**src/rtl/ex_shift_stage.sv**
```systemverilog
// Execute-stage shift unit: SLL/SRA/ROR on a 16-bit operand, registered into EX/MEM,
// with Z flag update, stall/flush handling and a retired-shift counter.
module ex_shift_stage #(
    parameter int unsigned CNT_W   = 16,
    parameter logic        Z_RESET = 1'b0
) (
    input  logic             clk,
    input  logic             rst_n,
    input  logic             in_valid,
    input  logic [1:0]       in_op,
    input  logic [15:0]      in_data,
    input  logic [3:0]       in_imm,
    input  logic [3:0]       in_dst,
    input  logic             stall,
    input  logic             flush,
    output logic             out_valid,
    output logic [15:0]      out_result,
    output logic [3:0]       out_dst,
    output logic             out_we,
    output logic             flag_z,
    output logic [CNT_W-1:0] shift_cnt
);

    localparam logic [1:0] OpSll = 2'b00;
    localparam logic [1:0] OpSra = 2'b01;
    localparam logic [1:0] OpRor = 2'b10;
    localparam logic [1:0] OpIll = 2'b11;

    logic [15:0]      result;
    logic [31:0]      ror_dbl;
    logic             op_legal;

    logic             out_valid_d, out_valid_q;
    logic [15:0]      out_result_d, out_result_q;
    logic [3:0]       out_dst_d, out_dst_q;
    logic             out_we_d, out_we_q;
    logic             flag_z_d, flag_z_q;
    logic [CNT_W-1:0] shift_cnt_d, shift_cnt_q;

    assign op_legal = (in_op != OpIll);

    // Rotate by shifting a doubled copy; the low half is the rotated word, n=0 included.
    always_comb begin
        ror_dbl = {in_data, in_data} >> in_imm;
        result  = in_data;
        unique case (in_op)
            OpSll:   result = in_data << in_imm;
            OpSra:   result = $signed(in_data) >>> in_imm;
            OpRor:   result = ror_dbl[15:0];
            default: result = in_data;
        endcase
    end

    always_comb begin
        out_valid_d  = out_valid_q;
        out_result_d = out_result_q;
        out_dst_d    = out_dst_q;
        out_we_d     = out_we_q;
        flag_z_d     = flag_z_q;
        shift_cnt_d  = shift_cnt_q;
        if (flush) begin
            out_valid_d = 1'b0;
            out_we_d    = 1'b0;
        end else if (!stall) begin
            out_valid_d  = in_valid;
            out_result_d = result;
            out_dst_d    = in_dst;
            out_we_d     = in_valid & op_legal;
            if (in_valid && op_legal) begin
                flag_z_d    = (result == 16'h0000);
                shift_cnt_d = shift_cnt_q + CNT_W'(1);
            end
        end
    end

    always_ff @(posedge clk or negedge rst_n) begin
        if (!rst_n) begin
            out_valid_q  <= 1'b0;
            out_result_q <= 16'h0000;
            out_dst_q    <= 4'h0;
            out_we_q     <= 1'b0;
            flag_z_q     <= Z_RESET;
            shift_cnt_q  <= '0;
        end else begin
            out_valid_q  <= out_valid_d;
            out_result_q <= out_result_d;
            out_dst_q    <= out_dst_d;
            out_we_q     <= out_we_d;
            flag_z_q     <= flag_z_d;
            shift_cnt_q  <= shift_cnt_d;
        end
    end

    assign out_valid  = out_valid_q;
    assign out_result = out_result_q;
    assign out_dst    = out_dst_q;
    assign out_we     = out_we_q;
    assign flag_z     = flag_z_q;
    assign shift_cnt  = shift_cnt_q;

endmodule

```
**config.mk**
```make
export PLATFORM = sky130hd
export DESIGN_NAME = ex_shift_stage
export DESIGN_NICKNAME = d
export VERILOG_FILES = /design/src/rtl/ex_shift_stage.sv
export SDC_FILE = /design/constraint.sdc
export NUM_CORES = 1
export LEC_CHECK = 0
export CAP_MARGIN = 5
export CORE_AREA = 4 4 88 90
export DETAILED_ROUTE_END_ITERATION = 10
export DIE_AREA = 0 0 92 94
export GPL_ROUTABILITY_DRIVEN = 0
export PLACE_DENSITY_LB_ADDON = 0.2
export SETUP_SLACK_MARGIN = 0.02
export SLEW_MARGIN = 30
export SYNTH_ARGS = -nofsm -noshare
export SYNTH_HDL_FRONTEND = slang
export SYNTH_SLANG_ARGS = --single-unit
```
**constraint.sdc**
```tcl
create_clock -name clk -period 4.9 [get_ports clk]
set_clock_uncertainty 0.2 [all_clocks]
set_input_delay 0.98 -clock clk [delete_from_list [all_inputs] [get_ports clk]]
set_output_delay 0.98 -clock clk [all_outputs]
set_load 0.01 [all_outputs]
```
==> results of run 1 <==
[metal layers]
metal  global-route usage [%]  vias up
li1                         -     1780
met1                     36.1     1821
met5                        0        -
met3                     10.4       71
met2                     44.0      357
met4                     13.6        0
[synthesized netlist by cell type (6+ instances only)]
cell,number,share of area [%]
a22oi_1,9,1.7
dfrtp_1,39,24
nand2b_1,16,2.5
xnor2_1,13,2.8
nand4_1,13,2.0
o22ai_1,6,0.94
a21oi_1,12,1.5
mux2i_1,30,7.5
clkbuf_1,31,2.9
nand3_1,24,3.0
mux2_2,12,3.4
buf_2,11,1.4
mux4_1,7,4.6
nand2_1,60,5.6
nor2_1,20,1.9
nor2b_1,8,1.2
mux4_2,20,11
nor3_1,11,1.4
o21ai_0,28,3.5
o211ai_1,7,1.3
[worst max-delay path, stage by stage]
cell             delay, ns
clkdlybuf4s50_1       0.66
buf_4                 0.31
nor3_1                0.90
nand3_1               0.27
o211a_1               0.21
o311a_1               0.10
a2bb2oi_1             0.18
nand4_1               0.14
o31ai_2               0.07
[power by group through the flow]
stage | Clock, uW | Combinational [uW] | Sequential (uW)
after floorplan | 0 | 249 | 424
after global placement | 0 | 446 | 406
after detailed placement | 0 | 453 | 409
after CTS | 204 | 455 | 402
after global routing | 216 | 495 | 410
final | 198 | 464 | 402
[path summary, 6_finish.rpt]
| check | startpoint | end | slack, ns | depth (start not counted) |
|---|---|---|---|---|
| worst max-delay path | in_op[1] | flag_z$_DFFE_PN0P_ | 1.05 | 9 |
| worst min-delay path | out_dst[2]$_DFFE_PN0P_ | out_dst[2]$_DFFE_PN0P_ | 0.28 | 2 |
| worst max register to register | shift_cnt[3]$_DFFE_PN0P_ | shift_cnt[15]$_DFFE_PN0P_ | 2.93 | 7 |
| worst min register to register | out_dst[2]$_DFFE_PN0P_ | out_dst[2]$_DFFE_PN0P_ | 0.28 | 2 |
| max in group asynchronous | rst_n | out_result[6]$_DFFE_PN0P_ | 3.38 | 1 |
| min in group asynchronous | rst_n | out_dst[3]$_DFFE_PN0P_ | 0.60 | 1 |
[layout by cell type, fill, tap and decap left out, types with 6 or more instances in the layout]
cell / n
clkdlybuf4s50_1: 66
nand3_1: 24
o22ai_1: 6
mux2_2: 12
nand4_1: 13
nor2_1: 20
buf_4: 13
mux2i_1: 30
dfrtp_1: 39
nand2_1: 60
a22oi_1: 9
nor2b_1: 8
nand2b_1: 16
mux4_2: 20
nor3_1: 11
a21oi_1: 12
o211ai_1: 7
xnor2_1: 13
o21ai_0: 28
mux4_1: 7
[flip-flops by register name, summed over array words and instances (netlist names)]
name	count
out_valid	1
out_result	16
out_dst	4
out_we	1
shift_cnt	16
flag_z	1
[area by class of cell]
cell class,instances,area (um^2)
clock buffers,7,76.3
fillers,599,2320
inverters,6,22.5
well taps,99,124
multi-input cells,358,2770
clock inverters,1,5.00
flip-flops and latches,39,976
repair buffers,81,768
[cell families (layout without fill, tap and decap cells)]
group | count (synthesis) | count (layout) | synth area share [%]
simple gates | 173 | 173 | 21.2
compound gates | 98 | 98 | 17.0
mux | 70 | 70 | 27.1
buf+inv | 57 | 95 | 6.65
flops | 39 | 39 | 24.3
xor+xnor | 16 | 16 | 3.49
fa+ha+maj | 1 | 1 | 0.312
[through the flow]
step | util, % | area (um^2) | power, uW | std cells
after global placement | 66.0 | 4660 | 852 | 583
after global routing | 67.1 | 4740 | 1120 | 591
after detailed placement | 66.0 | 4660 | 862 | 583
final | 67.1 | 4740 | 1060 | 591
after CTS | 67.1 | 4740 | 1060 | 591
after floorplan | - | 4010 | 674 | 454
==> impl_metrics.env, run 1 <==
export IMPL_hold_class="reg2reg"
export IMPL_synthArstFlopShare_pct=100
export IMPL_whs_ns=0.275
export IMPL_coreArea_mm2=0.00706
export IMPL_die_h_um=94
export IMPL_grt_pass1_wl_mm=19.8
export IMPL_status="finished, final reports clean"
export IMPL_syn_to_final_growth_pct=18.2
export IMPL_grt_use_total_pct=28.7
export IMPL_cts_sinks=39
export IMPL_fin_tns_setup_ns=0
export IMPL_cts_buffers=5
export IMPL_place_ws_ns=0.903
export IMPL_maxCapViolations=0
export IMPL_intPower_uw=690
export IMPL_yosys_most_used_dff="dfrtp_1"
export IMPL_switchingPower_uw=374
export IMPL_switching_share_pct=35.2
export IMPL_drtAntennaViolNets=0
export IMPL_fin_ws_ns=1.05
export IMPL_die_area_mm2=0.00865
export IMPL_p_clk_share_pct=18.6
export IMPL_hold_violations=0
export IMPL_netlist_instances=454
export IMPL_synth_edf_count=0
export IMPL_num_rows=31
export IMPL_relSlewSlack_pct=25.4
export IMPL_final_nets=523
export IMPL_grt_pass1_vias=3848
export IMPL_syn_avg_cell_area_um2=8.83
export IMPL_drtPass1Iterations=5
export IMPL_drcViolationCount=0
export IMPL_p_leak_uw=0.00188
export IMPL_ys_warn_count=0
export IMPL_combPwrFrac_pct=43.6
export IMPL_m1WireLength_mm=4.50
export IMPL_clockBufferDepth=2
export IMPL_hold_buffers=0
export IMPL_setup_viol=0
export IMPL_rsz0062_at_grt="false"
export IMPL_worstPathArrival_ns=3.81
export IMPL_criticalPathCategory="in2reg"
export IMPL_clk_pin_slew_ns=0.07
export IMPL_fmax_mhz=260
export IMPL_via_per_inst=6.82
export IMPL_cp_end_kind="flop"
export IMPL_ios=70
export IMPL_top_layer_used="met4"
export IMPL_grt_overflow=0
export IMPL_cp_max_fo=12
export IMPL_seqPwrFrac_pct=37.8
export IMPL_fp_dieW_um=92
export IMPL_io_buffer_count=69
export IMPL_wire_per_inst_um=20.7
export IMPL_tightest_slew_ns=1.11
export IMPL_netlist_area_mm2=0.00401
export IMPL_peakVddDrop_mv=0.0913
export IMPL_powerDensity_mw_per_mm2=225
export IMPL_wl_met3_mm=1.81
export IMPL_seq_area_frac_synth_pct=24.3
export IMPL_synth_net_count=486
export IMPL_worstSetupStartpointType="input port"
export IMPL_initial_core_util_pct=56.8
export IMPL_min_period_ns=3.85
export IMPL_hpwlAfterDp_mm=8.82
export IMPL_htree_levels=2
export IMPL_ys_ff_latch=39
export IMPL_wl_mm=12.2
export IMPL_cts_tree="yes"
export IMPL_grt_max_degree=43
export IMPL_wl_met2_mm=5.35
export IMPL_diodes=0
export IMPL_drive_gt1_share_pct=13.0
export IMPL_required_ns=4.86
export IMPL_fin_crit_sh_pct=78.6
export IMPL_post_cts_setup_buffers=0
export IMPL_synth_cell_types=64
export IMPL_antenna_found_initial=0
export IMPL_drt_iter0_drc=577
export IMPL_cts_root_buf="clkbuf_8"
export IMPL_worstSkewPairLatency_ns=0.28
export IMPL_cts_repair_resize_count=0
export IMPL_via_count=4029
export IMPL_finalMaxSlewViolations=0
(Power assumes the default switching activity.)
==> inputs of run 2 (changes only) <==
--- a/config.mk
+++ b/config.mk
@@ -6,9 +6,9 @@
 export NUM_CORES = 1
 export LEC_CHECK = 0
 export CAP_MARGIN = 5
-export CORE_AREA = 4 4 88 90
+export CORE_AREA = 4 4 96 98
 export DETAILED_ROUTE_END_ITERATION = 10
-export DIE_AREA = 0 0 92 94
+export DIE_AREA = 0 0 100 102
 export GPL_ROUTABILITY_DRIVEN = 0
 export PLACE_DENSITY_LB_ADDON = 0.2
 export SETUP_SLACK_MARGIN = 0.02
==> constraint.sdc (replaced) <==
create_clock -name clk -period 3.29 [get_ports clk]
set_clock_uncertainty 0.2 [all_clocks]
set_input_delay 0.658 -clock clk [delete_from_list [all_inputs] [get_ports clk]]
set_output_delay 0.658 -clock clk [all_outputs]
set_load 0.01 [all_outputs]
==> impl_metrics.env, run 2 (same netlist as run 1, synthesis figures left out) <==
export IMPL_status="finished, final reports clean"
export IMPL_drive_gt1_share_pct=23.5
export IMPL_wire_per_inst_um=20.0
export IMPL_grt_use_total_pct=25.5
export IMPL_fillers=733
export IMPL_rsz0062_at_grt="false"
export IMPL_relSlewSlack_pct=44.7
export IMPL_final_nets=588
export IMPL_peakVddDrop_mv=0.214
export IMPL_worstSetupStartpointType="input port"
export IMPL_dpl_cell_area_mm2=0.00519
export IMPL_num_rows=34
export IMPL_antenna_found_initial=0
export IMPL_fin_crit_sh_pct=93.7
export IMPL_ios=70
export IMPL_startpoint="in_data[10]"
export IMPL_cts_tree="yes"
export IMPL_cts_sinks=39
export IMPL_die_area_mm2=0.0102
export IMPL_rr_worst_depth=7
export IMPL_hpwlAfterDp_mm=10.3
export IMPL_cp_end_kind="flop"
export IMPL_clockBufferDepth=2
export IMPL_design_area_mm2=0.00531
export IMPL_fp_dieW_um=100
export IMPL_maxCapViolations=0
export IMPL_whs_ns=0.259
export IMPL_diodes=0
export IMPL_fmax_mhz=325
export IMPL_finalMaxSlewViolations=0
export IMPL_post_cts_setup_buffers=0
export IMPL_cp_max_fo=5
export IMPL_drt_iter0_drc=444
export IMPL_hold_class="in2async"
export IMPL_finalNonFillerCells=665
export IMPL_cts_buffers=5
export IMPL_hold_buffers=0
export IMPL_wl_mm=13.3
export IMPL_worstSkewPairLatency_ns=0.29
export IMPL_htree_levels=2
export IMPL_setup_viol=0
export IMPL_via_count=4258
export IMPL_layout_commonest_cell="buf_4"
export IMPL_worstSetupEndpoint="flag_z$_DFFE_PN0P_"
export IMPL_min_period_ns=3.08
export IMPL_grt_pass1_wl_mm=20.8
export IMPL_grt_max_degree=44
export IMPL_grt_pass1_vias=4029
export IMPL_via_per_inst=6.40
export IMPL_p_total_uw=1790
export IMPL_clk_pin_slew_ns=0.08
export IMPL_tightest_slew_ns=0.830
export IMPL_drtPass1Iterations=5
export IMPL_r2r_end="shift_cnt[15]$_DFFE_PN0P_"
export IMPL_hold_violations=0
export IMPL_criticalPathCategory="in2reg"
export IMPL_coreArea_mm2=0.00847
export IMPL_drcViolationCount=0
export IMPL_io_buffer_count=69
export IMPL_powerDensity_mw_per_mm2=337
export IMPL_placedCellCount=657
export IMPL_cts_repair_resize_count=0
export IMPL_fin_tns_setup_ns=0
export IMPL_initial_core_util_pct=47.4
export IMPL_syn_to_final_growth_pct=32.4
export IMPL_drtAntennaViolNets=0
export IMPL_reg2reg_from="shift_cnt[3]$_DFFE_PN0P_"
export IMPL_p_leak_uw=0.00223
export IMPL_rrSetupSlack_ns=1.34
export IMPL_grt_overflow=0
export IMPL_worstPathArrival_ns=3.08
export IMPL_required_ns=3.29
export IMPL_final_cell_mix="buf_4 (74), clkdlybuf4s50_1 (66), nand2_1 (60)"
export IMPL_cts_root_buf="clkbuf_8"
export IMPL_die_h_um=102
[run 2: final cells by class]
| cell class | instances | area (um^2) | area share (%) |
|---|---|---|---|
| clock buffers | 6 | 82.6 | 1.56 |
| clock inverters | 2 | 35.0 | 0.660 |
| inverters | 6 | 22.5 | 0.424 |
| multi-input cells | 358 | 2770 | 52.1 |
| flip-flops and latches | 39 | 976 | 18.4 |
| well taps | 108 | 135 | 2.54 |
| repair buffers | 146 | 1290 | 24.3 |
[run 2: worst min path at each step]
stage | startpoint | to | slack, ns | cells after the start
6_report | rst_n | shift_cnt[15]$_DFFE_PN0P_ | 0.26 | 1
5_1_grt | shift_cnt[15]$_DFFE_PN0P_ | shift_cnt[15]$_DFFE_PN0P_ | 0.32 | 1
4_1_cts | rst_n | shift_cnt[15]$_DFFE_PN0P_ | 0.29 | 1
3_5_place_dp | out_result[13]$_DFFE_PN0P_ | out_result[13]$_DFFE_PN0P_ | 0.27 | 2
3_3_place_gp | out_dst[1]$_DFFE_PN0P_ | out_dst[1]$_DFFE_PN0P_ | 0.26 | 2
2_1_floorplan | rst_n | flag_z$_DFFE_PN0P_ | 0.16 | 0
[run 2: report_power, final]
group	internal, uW	switching, uW	leakage, uW	total, uW
logic	401	375	0.00166	776
registers	544	56.2	0.000501	600
clock network	245	166	0.0000612	411
total	1190	597	0.00223	1790
[run 2: worst max-delay path: stages]
cell and delay [ns]:
clkdlybuf4s50_1 0.56, buf_4 0.22, mux4_1 0.46, mux2_2 0.31, a22oi_2 0.13, a211oi_1 0.13
a221oi_2 0.22, nand4_1 0.15, o31ai_2 0.24
[run 2: layer usage]
metal | global-route usage, % | up-vias | wire [um]
li1 | - | 1913 | -
met1 | 34.2 | 1981 | 5410
met2 | 39.5 | 304 | 5900
met3 | 5.19 | 60 | 1450
met4 | 12.5 | 0 | 564
met5 | 0 | - | 0
[run 2: per-stage QoR]
stage	utilization, %	setup slack (ns)
3_5_place_dp	61.3	-0.0770
2_1_floorplan	-	0.524
4_1_cts	62.7	0.217
6_report	62.7	0.209
3_3_place_gp	61.3	-0.0510
5_1_grt	62.7	0.0324
==> inputs of run 3 (changes only) <==
--- a/config.mk
+++ b/config.mk
@@ -12,6 +12,7 @@
 export GPL_ROUTABILITY_DRIVEN = 0
 export PLACE_DENSITY_LB_ADDON = 0.2
 export SETUP_SLACK_MARGIN = 0.02
+export SKIP_LAST_GASP = 1
 export SLEW_MARGIN = 30
 export SYNTH_ARGS = -nofsm -noshare
 export SYNTH_HDL_FRONTEND = slang
==> results of run 3 <==
The final DEF is identical to that of run 2; final timing and power are the same.
